[src/rtl/button_conditioner.sv]
// Debounced push-button conditioner: synchronizes the active-low key, filters bounce, and emits
// press/release pulses plus a wrapping press count. Long-press detection is enabled by BUTTON_CONDITIONER_LONG_PRESS_EN.
module button_conditioner #(
   parameter int debounce_limit   = 500000,
   parameter int debounce_width   = 20,
   parameter int count_width      = 8,
   parameter int long_press_limit = 50000000,
   parameter int long_press_width = 26
) (
   input  logic                   clock,
   input  logic                   reset_n,
   input  logic                   key_n,
   output logic                   pressed,
   output logic                   press_pulse,
   output logic                   release_pulse,
   output logic [count_width-1:0] press_count,
   output logic                   long_press
);

   // Reject parameter sets that cannot hold the terminal count.
   generate
      if (debounce_limit < 1) begin : g_bad_debounce_limit
         $error("button_conditioner: debounce_limit must be at least 1");
      end
      if ((64'd1 << debounce_width) <= 64'(debounce_limit)) begin : g_bad_debounce_width
         $error("button_conditioner: debounce_width too narrow for debounce_limit");
      end
      if (long_press_limit < 1) begin : g_bad_long_press_limit
         $error("button_conditioner: long_press_limit must be at least 1");
      end
      if ((64'd1 << long_press_width) <= 64'(long_press_limit)) begin : g_bad_long_press_width
         $error("button_conditioner: long_press_width too narrow for long_press_limit");
      end
   endgenerate

   localparam logic [debounce_width-1:0] DB_LAST = debounce_width'(debounce_limit - 1);

   logic                      sync1_q;
   logic                      sync2_q;
   logic                      sample;
   logic [debounce_width-1:0] db_cnt_q;
   logic [debounce_width-1:0] db_cnt_d;
   logic                      pressed_q;
   logic                      pressed_d;
   logic                      press_pulse_q;
   logic                      press_pulse_d;
   logic                      release_pulse_q;
   logic                      release_pulse_d;
   logic [count_width-1:0]    count_q;
   logic [count_width-1:0]    count_d;

   // Two-flop synchronizer; resets to the released level so no spurious press follows reset.
   always_ff @(posedge clock or negedge reset_n) begin
      if (!reset_n) begin
         sync1_q <= 1'b1;
         sync2_q <= 1'b1;
      end else begin
         sync1_q <= key_n;
         sync2_q <= sync1_q;
      end
   end

   assign sample = ~sync2_q;

   always_comb begin
      db_cnt_d        = db_cnt_q;
      pressed_d       = pressed_q;
      press_pulse_d   = 1'b0;
      release_pulse_d = 1'b0;
      count_d         = count_q;
      if (sample == pressed_q) begin
         db_cnt_d = '0;
      end else if (db_cnt_q == DB_LAST) begin
         // Level has disagreed for debounce_limit consecutive cycles: accept it.
         db_cnt_d        = '0;
         pressed_d       = sample;
         press_pulse_d   = sample;
         release_pulse_d = ~sample;
         if (sample) begin
            count_d = count_q + 1'b1;
         end
      end else begin
         db_cnt_d = db_cnt_q + 1'b1;
      end
   end

   always_ff @(posedge clock or negedge reset_n) begin
      if (!reset_n) begin
         db_cnt_q        <= '0;
         pressed_q       <= 1'b0;
         press_pulse_q   <= 1'b0;
         release_pulse_q <= 1'b0;
         count_q         <= '0;
      end else begin
         db_cnt_q        <= db_cnt_d;
         pressed_q       <= pressed_d;
         press_pulse_q   <= press_pulse_d;
         release_pulse_q <= release_pulse_d;
         count_q         <= count_d;
      end
   end

   assign pressed       = pressed_q;
   assign press_pulse   = press_pulse_q;
   assign release_pulse = release_pulse_q;
   assign press_count   = count_q;

`ifdef BUTTON_CONDITIONER_LONG_PRESS_EN
   localparam logic [long_press_width-1:0] LP_LAST = long_press_width'(long_press_limit - 1);
   localparam logic [long_press_width-1:0] LP_SAT  = long_press_width'(long_press_limit);

   logic [long_press_width-1:0] hold_q;
   logic [long_press_width-1:0] hold_d;

   // hold_q counts completed pressed cycles; saturation guarantees one pulse per press.
   always_comb begin
      hold_d = hold_q;
      if (!pressed_q) begin
         hold_d = '0;
      end else if (hold_q != LP_SAT) begin
         hold_d = hold_q + 1'b1;
      end
   end

   always_ff @(posedge clock or negedge reset_n) begin
      if (!reset_n) begin
         hold_q <= '0;
      end else begin
         hold_q <= hold_d;
      end
   end

   assign long_press = pressed_q && (hold_q == LP_LAST);
`else
   assign long_press = 1'b0;
`endif

endmodule
[config.mk]
export PLATFORM = sky130hd
export DESIGN_NAME = button_conditioner
export DESIGN_NICKNAME = d
export VERILOG_FILES = /design/src/rtl/button_conditioner.sv
export SDC_FILE = /design/constraint.sdc
export NUM_CORES = 1
export LEC_CHECK = 0
export BUFFER_PORTS_ARGS = -buffer_cell sky130_fd_sc_hd__buf_2
export CAP_MARGIN = 40
export CORE_MARGIN = 5
export CORE_UTILIZATION = 57
export DETAILED_ROUTE_END_ITERATION = 6
export PLACE_DENSITY = 0.81
export SETUP_SLACK_MARGIN = 0.15
export SYNTH_ARGS = -nofsm -noshare
export SYNTH_HDL_FRONTEND = slang
export SYNTH_SLANG_ARGS = --single-unit
[constraint.sdc]
create_clock -name clock -period 1.9 [get_ports clock]
set_input_delay 0.38 -clock clock [delete_from_list [all_inputs] [get_ports clock]]
set_output_delay 0.38 -clock clock [all_outputs]
set_load 0.1 [all_outputs]
==> key figures <==
Outcome
  • Outcome: finished, final reports clean

Worst setup path
  • Slowest stage delay, CP: 0.49 ns
  • Top Family by Delay on Critical Path: simple AND/OR/NAND/NOR gates
  • Slowest stage cell, crit path: nor4bb_1
  • CP startpoint kind: flop
  • Kind of critical path: reg -> reg
  • Worst path cell trace: nor4bb_1 > buf_4 > and3_4 > mux2_2
  • WP data required: 2.14 ns
  • Data arrival time of the worst path: 2.01 ns
  • Crit end category: flop
  • Worst Path Max Fanout: 6
  • Buffers and inverters on the worst path: 1

Global route
  • Grt peak-use layer: met2
  • M3 GR Usage: 7.014%
  • Gr usage total: 17.56%
  • First-pass GRT wire length: 5423 um
  • Grt met2 use: 28.08%
  • Antenna violations before repair: 0
  • Pin count of the biggest net entering global routing: 34
  • Vias in the first global route: 1239
  • GRT overflow: 0
  • Met1 Track Usage GR: 20.19%

Timing
  • Rel. slew slack: 52.65%
  • Final setup vio count: 0
  • Skew final: 0.008444 ns
  • RSZ-0062 raised after global routing: yes
  • Fin Hold WS: 0.07433 ns
  • Fmax: 562.4 MHz
  • Fin Setup TNS: 0 ns
  • Worst-Margin Slew: 0.7103 ns
  • Tcrit/Tclk final: 93.58%
  • Crit path time final: 1.778 ns
  • Final Max Slew Viols: 0
  • Fin. Hold Viols: 0

Placed design
  • Hpwl dp: 2211 um
  • Gp weighted congestion: 0.8185
  • Port-buffer cells: 13

Clocking
  • Sink Count: 33
  • Worst-Skew Late Latency: 0.34 ns
  • CTS tree: yes
  • Total CTS buffers: 5
  • CTS clk-pin slew, worst paths: 0.10 ns
  • Hold-fix buffers at CTS: 0
  • H-tree depth: 2
  • Clk root buf: clkbuf_4
  • Bufs on Longest Clock Path: 2

Drt
  • Detailed Routing Iterations Pass 1: 4
  • DRT iter0 DRCs: 43
  • Vias/cell: 5.887
  • Routed via count: 1254
  • WL final: 3286 um
  • Remaining antenna violation count: 0
  • Drt drc: 0
  • WL/cell: 15.43 um

Floorplan
  • Die H: 63.01 um
  • # IOs: 15
  • DIE WIDTH: 63.01 um
  • Core region area: 0.002734 sq mm
  • Area of the die: 0.003970 sq mm
  • Starting density of the core: 58.58%
  • Rows: 19

Hold path
  • Hold Crit Class: in -> async

Pwr
  • PwrDens: 685.9 mW/mm^2
  • P_leak: 0.0008350 uW
  • Peak supply drop: 0.0007115 V

Layout
  • Most frequent cells in the layout: 20 x nor2_1, 16 x dfrtp_1, 15 x dfrtp_2
  • Layout cells sized above 1: 33.52%
  • Fillers: 198
  • Final Net Count: 187
  • Area Overhead vs Synth: 20.23%
  • Commonest non-fill, non-tap cell in the layout: nor2_1
  • ANT cells: 0

Yosys
  • Cell Area, Synth: 0.001602 sq mm
  • Avg Synthesized Cell Area: 10.27 sq um
  • Yosys reg bits: 33
  • Cells after Synth: 156
  • Total nets after synthesis: 162
  • Seq/Total Area, Yosys: 51.72%
  • Synth cell types: 34
  • Yosys Warn Count: 0

Run
  • Max cap viols: 0
## power breakdown
part | internal (uW) | leakage [uW] | switching (uW) | total [uW]
clock | 314 | 0.0000455 | 232 | 546
sequential | 711 | 0.000427 | 8.24 | 719
combinational | 16.5 | 0.000363 | 39.1 | 55.6
## sequential cells by signal, indices dropped and copies added, names as in the netlist
register,cells
sync2_q,1
pressed,1
sync1_q,1
press_pulse,1
release_pulse,1
db_cnt_q,20
press_count,8
## Yosys cell counts
cell | n | share of area, %
or4_1 | 3 | 1.4
nor3_1 | 8 | 2.5
nor2_1 | 20 | 4.7
conb_1 | 1 | 0.23
buf_2 | 2 | 0.63
ha_1 | 3 | 2.3
clkbuf_2 | 1 | 0.31
dfstp_2 | 2 | 3.3
inv_1 | 8 | 1.9
nand2_1 | 6 | 1.4
and3_1 | 2 | 0.78
dfrtp_1 | 31 | 48
nand4_2 | 1 | 0.78
o31ai_1 | 3 | 1.4
a21o_1 | 1 | 0.47
nand3b_1 | 1 | 0.47
and4b_1 | 1 | 0.63
or2_1 | 1 | 0.39
mux2i_1 | 1 | 0.63
nand3_1 | 11 | 3.4
xnor2_1 | 13 | 7.1
nor4_1 | 7 | 2.7
xor2_1 | 8 | 4.4
a21oi_1 | 4 | 1.3
nand3_2 | 1 | 0.63
a31o_2 | 1 | 0.55
nand4_1 | 7 | 2.7
and2_1 | 1 | 0.39
mux2_2 | 1 | 0.70
buf_4 | 1 | 0.47
or3_4 | 1 | 0.70
nor4b_1 | 1 | 0.55
nor4bb_1 | 1 | 0.63
and4_1 | 2 | 1.1
## layer usage
metal	vias to the layer above	part of all wire [%]
met3	9	5.4
met2	27	50
li1	597	-
met4	0	3.0
met5	-	0
met1	621	41
## final timing paths
path	from	endpoint	slack (ns)	depth (start not counted)
setup / recovery	db_cnt_q[13]	press_count[1]	0.12	4
hold / removal	reset_n	press_pulse	0.07	1
setup reg to reg	db_cnt_q[13]	press_count[1]	0.12	4
hold reg to reg	sync1_q	sync2_q	0.37	0
max in group asynchronous	reset_n	db_cnt_q[8]	1.32	1
min in group clock	key_n	sync1_q	0.13	1
## metrics by stage
stage / power [uW] / utilization, % / cells / cell area, sq um / worst slack [ns]
floorplan: 760.8 / - / 156 / 1608 / 0.1670
global placement: 776.2 / 62.33 / 198 / 1704 / 0.05918
detailed placement: 779.1 / 62.33 / 198 / 1704 / -0.006545
CTS: 1326 / 66.73 / 208 / 1824 / 0.1540
global route: 1384 / 70.43 / 213 / 1926 / 0.09921
finish: 1321 / 70.43 / 213 / 1926 / 0.1220
## final cells by class
type | count | area, sq um | area share (%)
timing repair buffer | 22 | 132.6 | 6.888
clock inverter | 1 | 30.03 | 1.559
clock buffer | 7 | 55.05 | 2.859
sequential | 33 | 847.1 | 43.99
inverter | 8 | 30.03 | 1.559
multi-input combinational | 111 | 792.0 | 41.13
tap | 31 | 38.79 | 2.014
## logic make-up (layout without fill, tap and decap cells)
family                     Yosys count  in the layout  synth area share, %
AOI/OAI and AO/OA                    9              9                3.672
xor gates and xnor gates            21             21                11.48
adders and majority gates            3              3                2.344
buffers and inverters               12             38                3.281
DFF                                 33             33                51.72
muxes                                2              2                1.328
other                                1              1               0.2342
and+or+nand+nor                     75             75                25.94
## timing repair
item | 4_1_cts | 5_1_grt
buffers inserted | 2 | 5
setup endpoints to repair | 21 | 23
pin swaps | 0 | 1
resized for setup | 6 | 17
Power figures use the tool's default switching activity.
